--- config.mk ---
export PLATFORM = sky130hd
export DESIGN_NAME = apb3_traffic_generator
export DESIGN_NICKNAME = d
export VERILOG_FILES = /design/src/rtl/apb3_traffic_generator.sv
export SDC_FILE = /design/constraint.sdc
export NUM_CORES = 1
export LEC_CHECK = 0
export CAP_MARGIN = 20
export CORE_MARGIN = 1.5
export CORE_UTILIZATION = 55
export CTS_CLUSTER_DIAMETER = 150
export DETAILED_ROUTE_END_ITERATION = 7
export DONT_BUFFER_PORTS = 1
export HOLD_SLACK_MARGIN = 0.12
export PLACE_DENSITY_LB_ADDON = 0.1
export RECOVER_POWER = 50
export SYNTH_ARGS = -nofsm -noshare
export SYNTH_HDL_FRONTEND = slang
export SYNTH_SLANG_ARGS = --single-unit
export TNS_END_PERCENT = 1
--- constraint.sdc ---
create_clock -name clk -period 4.15 [get_ports clk]
set_clock_uncertainty 0.15 [all_clocks]
set_input_delay 1.245 -clock clk [delete_from_list [all_inputs] [get_ports clk]]
set_output_delay 1.245 -clock clk [all_outputs]
set_load 0.02 [all_outputs]
--- src/rtl/apb3_traffic_generator.sv ---
// rtl/apb3_traffic_generator.sv - APB3 requester running a write-then-readback burst with error accounting
module apb3_traffic_generator #(
    parameter int unsigned             AddressWidth  = 32,
    parameter int unsigned             DataWidth     = 32,
    parameter int unsigned             TransferCount = 8,
    parameter logic [AddressWidth-1:0] BaseAddress   = '0,
    parameter int unsigned             AddressStride = 4,
    parameter int unsigned             IdleCycles    = 1,
    parameter int unsigned             TimeoutCycles = 1024,
    parameter logic [31:0]             SeedPattern   = 32'hA5A50000
) (
    input  logic                    clk,
    input  logic                    rst,
    input  logic                    start,
    input  logic                    mode_b2b,
    output logic                    busy,
    output logic                    done,
    output logic                    pass,
    output logic [15:0]             error_count,
    output logic                    timeout,
    output logic [AddressWidth-1:0] paddr,
    output logic                    psel,
    output logic                    penable,
    output logic                    pwrite,
    output logic [DataWidth-1:0]    pwdata,
    input  logic [DataWidth-1:0]    prdata,
    input  logic                    pready,
    input  logic                    pslverr
);
    localparam logic [2:0] S_IDLE   = 3'd0;
    localparam logic [2:0] S_SETUP  = 3'd1;
    localparam logic [2:0] S_ACCESS = 3'd2;
    localparam logic [2:0] S_GAP    = 3'd3;
    localparam logic [2:0] S_DONE   = 3'd4;

    localparam int unsigned IW      = (TransferCount > 1) ? $clog2(TransferCount) : 1;
    localparam int unsigned GAP_LEN = (IdleCycles == 0) ? 1 : IdleCycles;
    localparam int unsigned TO_LEN  = (TimeoutCycles == 0) ? 1 : TimeoutCycles;
    localparam int unsigned GW      = $clog2(GAP_LEN + 1);
    localparam int unsigned WW      = $clog2(TO_LEN + 1);

    localparam logic [DataWidth-1:0]    SEED     = DataWidth'(SeedPattern);
    localparam logic [DataWidth-1:0]    DATA_ONE = DataWidth'(1);
    localparam logic [AddressWidth-1:0] STRIDE   = AddressWidth'(AddressStride);
    localparam logic [IW-1:0]           IDX_LAST = IW'(TransferCount - 1);
    localparam logic [IW-1:0]           IDX_ONE  = IW'(1);
    localparam logic [GW-1:0]           GAP_LOAD = GW'(GAP_LEN - 1);
    localparam logic [WW-1:0]           TO_LAST  = WW'(TO_LEN - 1);
    localparam logic [WW-1:0]           WAIT_ONE = WW'(1);

    logic [2:0]              r_state;
    logic [IW-1:0]           r_index;
    logic                    r_phase_read;
    logic                    r_mode_b2b;
    logic [AddressWidth-1:0] r_addr;
    logic [DataWidth-1:0]    r_data;
    logic [WW-1:0]           r_wait;
    logic [GW-1:0]           r_gap;
    logic [15:0]             r_error_count;
    logic                    r_timeout;
    logic                    r_done;
    logic                    r_busy;

    logic        w_in_apb;
    logic        w_complete;
    logic        w_mismatch;
    logic        w_slverr;
    logic        w_timeout_hit;
    logic        w_last;
    logic [1:0]  w_inc;
    logic [16:0] w_err_sum;
    logic [15:0] w_err_next;

    assign w_in_apb      = (r_state == S_SETUP) || (r_state == S_ACCESS);
    assign w_complete    = (r_state == S_ACCESS) && pready;
    assign w_mismatch    = w_complete && r_phase_read && (prdata != r_data);
    assign w_slverr      = w_complete && pslverr;
    assign w_timeout_hit = (r_state == S_ACCESS) && !pready && (r_wait == TO_LAST);
    assign w_last        = (r_index == IDX_LAST);
    // A read can carry both a slave error and a data mismatch, so up to 2 per cycle
    assign w_inc         = {1'b0, w_slverr} + {1'b0, w_mismatch} + {1'b0, w_timeout_hit};
    assign w_err_sum     = {1'b0, r_error_count} + {15'd0, w_inc};
    assign w_err_next    = w_err_sum[16] ? 16'hFFFF : w_err_sum[15:0];

    assign busy        = r_busy;
    assign done        = r_done;
    assign timeout     = r_timeout;
    assign error_count = r_error_count;
    assign pass        = r_done && (r_error_count == 16'd0) && !r_timeout;
    assign psel        = w_in_apb;
    assign penable     = (r_state == S_ACCESS);
    assign pwrite      = w_in_apb && !r_phase_read;
    assign paddr       = w_in_apb ? r_addr : '0;
    assign pwdata      = pwrite ? r_data : '0;

    always_ff @(posedge clk or posedge rst) begin
        if (rst) begin
            r_state       <= S_IDLE;
            r_index       <= '0;
            r_phase_read  <= 1'b0;
            r_mode_b2b    <= 1'b0;
            r_addr        <= '0;
            r_data        <= '0;
            r_wait        <= '0;
            r_gap         <= '0;
            r_error_count <= 16'd0;
            r_timeout     <= 1'b0;
            r_done        <= 1'b0;
            r_busy        <= 1'b0;
        end else begin
            case (r_state)
                S_IDLE, S_DONE: begin
                    if (start) begin
                        r_state       <= S_SETUP;
                        r_index       <= '0;
                        r_phase_read  <= 1'b0;
                        r_mode_b2b    <= mode_b2b;
                        r_addr        <= BaseAddress;
                        r_data        <= SEED;
                        r_wait        <= '0;
                        r_error_count <= 16'd0;
                        r_timeout     <= 1'b0;
                        r_done        <= 1'b0;
                        r_busy        <= 1'b1;
                    end
                end
                S_SETUP: begin
                    r_state <= S_ACCESS;
                    r_wait  <= '0;
                end
                S_ACCESS: begin
                    r_error_count <= w_err_next;
                    if (pready) begin
                        if (w_last && r_phase_read) begin
                            r_state <= S_DONE;
                            r_busy  <= 1'b0;
                            r_done  <= 1'b1;
                        end else begin
                            r_state <= r_mode_b2b ? S_SETUP : S_GAP;
                            r_gap   <= GAP_LOAD;
                            if (w_last) begin
                                r_phase_read <= 1'b1;
                                r_index      <= '0;
                                r_addr       <= BaseAddress;
                                r_data       <= SEED;
                            end else begin
                                r_index <= r_index + IDX_ONE;
                                r_addr  <= r_addr + STRIDE;
                                r_data  <= r_data + DATA_ONE;
                            end
                        end
                    end else if (w_timeout_hit) begin
                        r_state   <= S_DONE;
                        r_timeout <= 1'b1;
                        r_busy    <= 1'b0;
                        r_done    <= 1'b1;
                    end else begin
                        r_wait <= r_wait + WAIT_ONE;
                    end
                end
                S_GAP: begin
                    if (r_gap == '0) begin
                        r_state <= S_SETUP;
                    end else begin
                        r_gap <= r_gap - 1'b1;
                    end
                end
                default: r_state <= S_IDLE;
            endcase
        end
    end
endmodule

# Yosys cells after proc, flatten, opt, wreduce, memory -nomap -nowiden

Index checks and enable logic that the tools add are counted.

Add/sub/neg operators: 8
Eq/ne operators: 17
Mux-type cells: 51
Reductions and logical operators: 29

Operator list:

| operator              | number |
|---|---|
| $mux 32               | 10 |
| $pmux 32 s2           | 2 |
| $mux 11               | 3 |
| $pmux 11 s3           | 1 |
| $add 32x1->32 const B | 1 |
| $add 32x3->32 const B | 1 |
| $mux 16               | 2 |
| $ne 32x32->1          | 1 |
| $pmux 16 s2           | 1 |
| $mux 3                | 9 |
| $add 16x2->17         | 1 |
| $logic_not 16->1      | 1 |
| $reduce_and 4->1      | 4 |
| $mux 1                | 15 |
| $pmux 3 s4            | 1 |
| $add 11x1->11 const B | 1 |
| $eq 11x10->1 const B  | 1 |
| $logic_and 1x1->1     | 10 |
| $ne 2x2->1 const B    | 5 |
| $pmux 1 s2            | 5 |
| $eq 3x2->1 const B    | 2 |
| $eq 3x3->1 const B    | 2 |
| $ne 2x1->1 const B    | 3 |
| $pmux 3 s2            | 1 |
| other kinds (17)      | 22 |

Bits in registers: 103
Output and inout port bits: 87

# Depth between registers and ports, before layout

Depth after elaboration: 9
Gate-level depth with buffers: 16
Depth with buffers taken out: 13

# Least setup slack after synthesis

Ideal clock, no wire load.

Path kind: reg2reg
From: register r_state[2]
To: register r_error_count[8] (netlist: error_count[8])
Arrival: 3.984 ns
Data required time: 3.879 ns
Slack: -0.105 ns
Cell stages (with the launch flop): 17
Buffers on the path: 4
Period minus slack after synthesis: 4.255 ns
Cell sequence: dfrtp_1 buf_2 or3b_2 inv_1 buf_2 buf_1 o2111ai_1 fa_1 inv_1 ha_1 fa_1 nand3_1 nor4_1 nand2b_1 clkbuf_1 o21ai_0 a22o_1

Word-level cells in the longest chain between the ends: 9

Ends and longest elaborated chain:

| item                           | RTL line | RTL |
|---|---|---|
| start: declaration             | 51       | `logic [2:0] r_state;` |
| start signal: assignment       | 139      | `r_state <= r_mode_b2b ? S_SETUP : S_GAP;` |
| $eq 3x2->1 (*)                 | --       |  |
| named net penable              | 23       | `output logic penable,` |
| $logic_and 1x1->1              | 75       | `assign w_complete = (r_state == S_ACCESS) && pready;` |
| $logic_and 1x1->1 (2 in a row) | 76       | `assign w_mismatch = w_complete && r_phase_read && (prdata != r_data);` |
| $add 1x1->2                    | 81       | `assign w_inc = {1'b0, w_slverr} + {1'b0, w_mismatch} + {1'b0, w_timeout_hit};` |
| $add 2x1->2                    | 81       |  |
| $add 16x2->17                  | 82       | `assign w_err_sum = {1'b0, r_error_count} + {15'd0, w_inc};` |
| $mux 16                        | 83       | `assign w_err_next = w_err_sum[16] ? 16'hFFFF : w_err_sum[15:0];` |
| $pmux 16 s2                    | 111      | `case (r_state)` |
| end signal: assignment         | 132      | `r_error_count <= w_err_next;` |
| end: declaration               | 59       | `logic [15:0] r_error_count;` |

Mark *: on every way through the listed nets, which the timed path passes. The rest lies on a longest branch.
A chain may end at the register's enable or synchronous reset.

# Worst setup path after layout

From: input prdata[4]
To: register r_error_count[2] (netlist: error_count[2])

Word-level cells in the longest chain between the ends: 7

Ends and longest elaborated chain:

| item               | RTL line | RTL |
|---|---|---|
| start: declaration | 26       | `input logic [DataWidth-1:0] prdata,` |
| $ne 32x32->1       | 76       |  |
| $logic_and 1x1->1  | 76       |  |
| $add 1x1->2        | 81       |  |
| $add 2x1->2        | 81       |  |
| $add 16x2->17      | 82       |  |
| $mux 16            | 83       |  |
| $pmux 16 s2        | 111      |  |

Every way passes these cells.

==> results.md <==
* Run status: finished with violations
* Failing checks: max-capacitance violations, max-slew violations
* Worst EP required at 4270 ps
* Number of placement rows at 38
* Fin. max-slew vios at 68
* Share of Yosys cell area claimed by the top area cell type at 40.5%
* Unrepaired setup endpoints after global routing: true
* Fraction of final layout cells sized beyond drive strength 1 at 11.1%
* Die Span Y at 109 microns
* Largest cells by area after synthesis: dfrtp_1, xor2_1, and2_1, o21ai_0, nand2_1
* Mean area per synthesized cell at 8.60 sq um
* Number of standard cells after synthesis at 719
* Final setup vio count at 0
* Placer congestion estimate at 0.919
* Critical-path maximum fanout at 5
* Transition at the pin with the smallest max-transition slack at 2540 ps
* Final WL at 16.7 mm
* Worst Path Arrival at 4150 ps
* Number of synthesis warnings at 0
* Initial antenna violation count at 0
* End-of-flow core utilization at 62.3%
* Setup ws final at 113 ps
* Count of fill cells added during filler insertion at 948
* Remaining Overflow, GRT at 0
* Layout net count at 775
* Avg WL per Cell at 19.1 microns
* Antenna-violating nets left at 0
* Async set-reset flop share out of synthesis at 100%
* Clock insertion delay at the later pin of the skew report at 370 ps
* Residual DRC count at 0
* Average vias per placed instance at 6.41
* Hold crit path type: flop to flop
* Sequential element share of the synthesized area at 40.5%
* Power density relative to cell area at 461 nW/um^2
* Final clock period utilization by the worst path at 97.3%
* H-tree levels at 3
* Min Tclk post-route at 4040 ps
* Number of buffers on the longest clock path at 2
* Clock Root Buffer: clkbuf_8
* Total Die Area at 11,900 sq um
* Global-route wire length before repair at 26.6 mm
* Worst path slowest cell: fa_1
* Clock tree from TritonCTS: built
* Post-placement cell count at 854
* Number of antenna cells inserted at 0
* P&R area growth vs syn at 9.71%
* Placed instance area at 6490 sq um
* Normalized max-slew margin at -69.1%
* Setup CP Type: input pin to flop
* Leading post-synthesis cells by instance count: dfrtp_1, and2_1, nand2_1
* Detailed Route Iter0 Violations at 318
* Final instance area at 6790 sq um
* Crit path from: prdata[4]
* Via count of the first global-routing pass at 5,281
* Number of flops mapped to enable cells by yosys at 0
* Input/output buffers at 0
* Largest net degree at the start of global routing at 68
* Netlist cell types at 58
* Total routing usage reported by global routing at 28.7%
* Horiz. Die Dim at 109 microns
* Number of ports placed on the die boundary at 125
* Area of the mapped netlist at 6190 sq um
* Initial core utilization at 56.8%
* Most repeated cell in the gate-level netlist after synthesis: dfrtp_1
* Maximum ir drop on the vdd rail at 0.000356 V
* CP cell instances: xor2_2, nor4_2, buf_4, nand4_1, o2111ai_2, fa_1, inv_1, ha_2, fa_2, nand3_4, nor4_4, nand2b_1, and2_1, a311oi_2
* Standby leakage power at 2.88 nW
* Most area-hungry cell type in the Yosys netlist: dfrtp_1
* Crit path largest cell delay at 440 ps
* Area of the core at 10,900 sq um
* Hold path startpoint: r_mode_b2b
* Initial DRT Pass Iterations at 5
* Synthesized flop and latch total at 100
* Clk slew on worst S/H paths at 90 ps
* Flip-flop cell with the highest count after synthesis: dfrtp_1
* Maxcap violations at 1
* Fmax at 0.248 GHz
* Total number of vias at 5,587
* Reg2Reg Launch Point: r_data[4]
* Post-Place Worst Slack at -665 ps
* Final cell count without fillers at 872
* Final hold viol count at 0
* Placed wire-length estimate after detailed placement at 11.5 mm
* Kind of launch point of the worst setup path: input pin
* Clk sinks at 100
* CP endpoint kind: flop
* Number of buffers inserted during clock tree synthesis at 9
## layout make-up
type	instances	area, sq um	share of cell area [%]
clock buffers	10	138	2.03
inverters	21	78.8	1.16
clock inverters	5	60.1	0.885
repair buffers	43	322	4.74
multi-input cells	553	3510	51.7
flip-flops and latches	100	2500	36.9
well taps	140	175	2.58
## path summary, 6_finish.rpt
kind | end | depth (start not counted) | slack [ps]
setup / recovery | error_count[2] | 14 | 110
hold / removal | r_mode_b2b | 2 | 340
setup reg to reg | error_count[2] | 14 | 400
hold reg to reg | r_mode_b2b | 2 | 340
max in group asynchronous | r_data[19] | 2 | 710
min in group asynchronous | r_data[11] | 1 | 1500
## flip-flops by register name, summed over array words and instances, names as in the netlist
signal and count:
r_data 32, r_addr 30, error_count 16, r_wait 11, r_index 3, r_state 3, busy 1, done 1
r_mode_b2b 1, r_phase_read 1, timeout 1
## per-layer routing
metal | GRT usage, % | vias to the layer above | wire, microns
li1 | - | 2607 | -
met4 | 10.1 | 0 | 352
met5 | 0 | - | 0
met2 | 45.7 | 203 | 7960
met3 | 4.66 | 32 | 952
met1 | 39.7 | 2745 | 7380
## placed cells by master, fill, tap and decap left out, types with 3 or more instances in the layout
master    instances
o31ai_1          16
clkbuf_8         10
a41oi_1           3
o211ai_1          4
and2_1           58
and3_1           11
a31oi_1           9
nand4_1          32
nor4_4            3
dfrtp_1         100
and4_1            6
nand3_1          33
inv_1            21
a21oi_1          32
or4_1            10
buf_4            37
o21a_1            3
o21ai_0          47
xor2_1           47
nand4b_1          3
a22o_1            6
or3_1             9
o41ai_1           5
nor3_1           15
nor4_1           26
nand2_1          57
ha_1              6
nor2_1           54
xnor2_1          10
nand2b_1          5
## cells by family (layout without fill, tap and decap cells)
kind of cell	count (synthesis)	after routing	share of synthesized area, %
AO/OA/AOI/OAI	143	143	14.6
XOR/XNOR	58	58	8.21
adder cells (fa/ha/maj)	9	9	2.06
buffers and inverters	67	79	4.43
flip-flops	100	100	40.5
multiplexers	1	1	0.162
other	1	2	0.0606
AND/OR/NAND/NOR	340	340	30.0
## worst max-delay path, delay by kind of cell
family,cells,cell delay (ps)
and+or+nand+nor,6,1130
AOI/OAI and AO/OA,2,550
adders and majority gates,3,870
buffers and inverters,2,230
xor gates and xnor gates,1,130
## power by group
group | internal [mW] | switching (mW) | leakage [nW]
sequential | 1.04 | 0.0874 | 1.34
clock | 0.295 | 0.352 | 0.0987
combinational | 0.380 | 0.975 | 1.44
## what timing repair did
| action | 4_1_cts | 5_1_grt |
|---|---|---|
| setup buffers | 0 | 1 |
| pin swaps | 0 | 12 |
| setup endpoints to repair | 16 | 13 |
| hold buffers | 0 | 0 |
| gates resized for setup | 3 | 12 |
## stage by stage
stage          hold WS (ps)  power, mW  TNS (ps)
6_report                336       3.13         0
5_1_grt                 374       3.33      -175
4_1_cts                 336       3.10         0
3_5_place_dp            314       2.46     -9210
3_3_place_gp            314       2.42     -8900
2_1_floorplan           293       2.03         0
No activity file was read; power rests on OpenSTA's default activity.
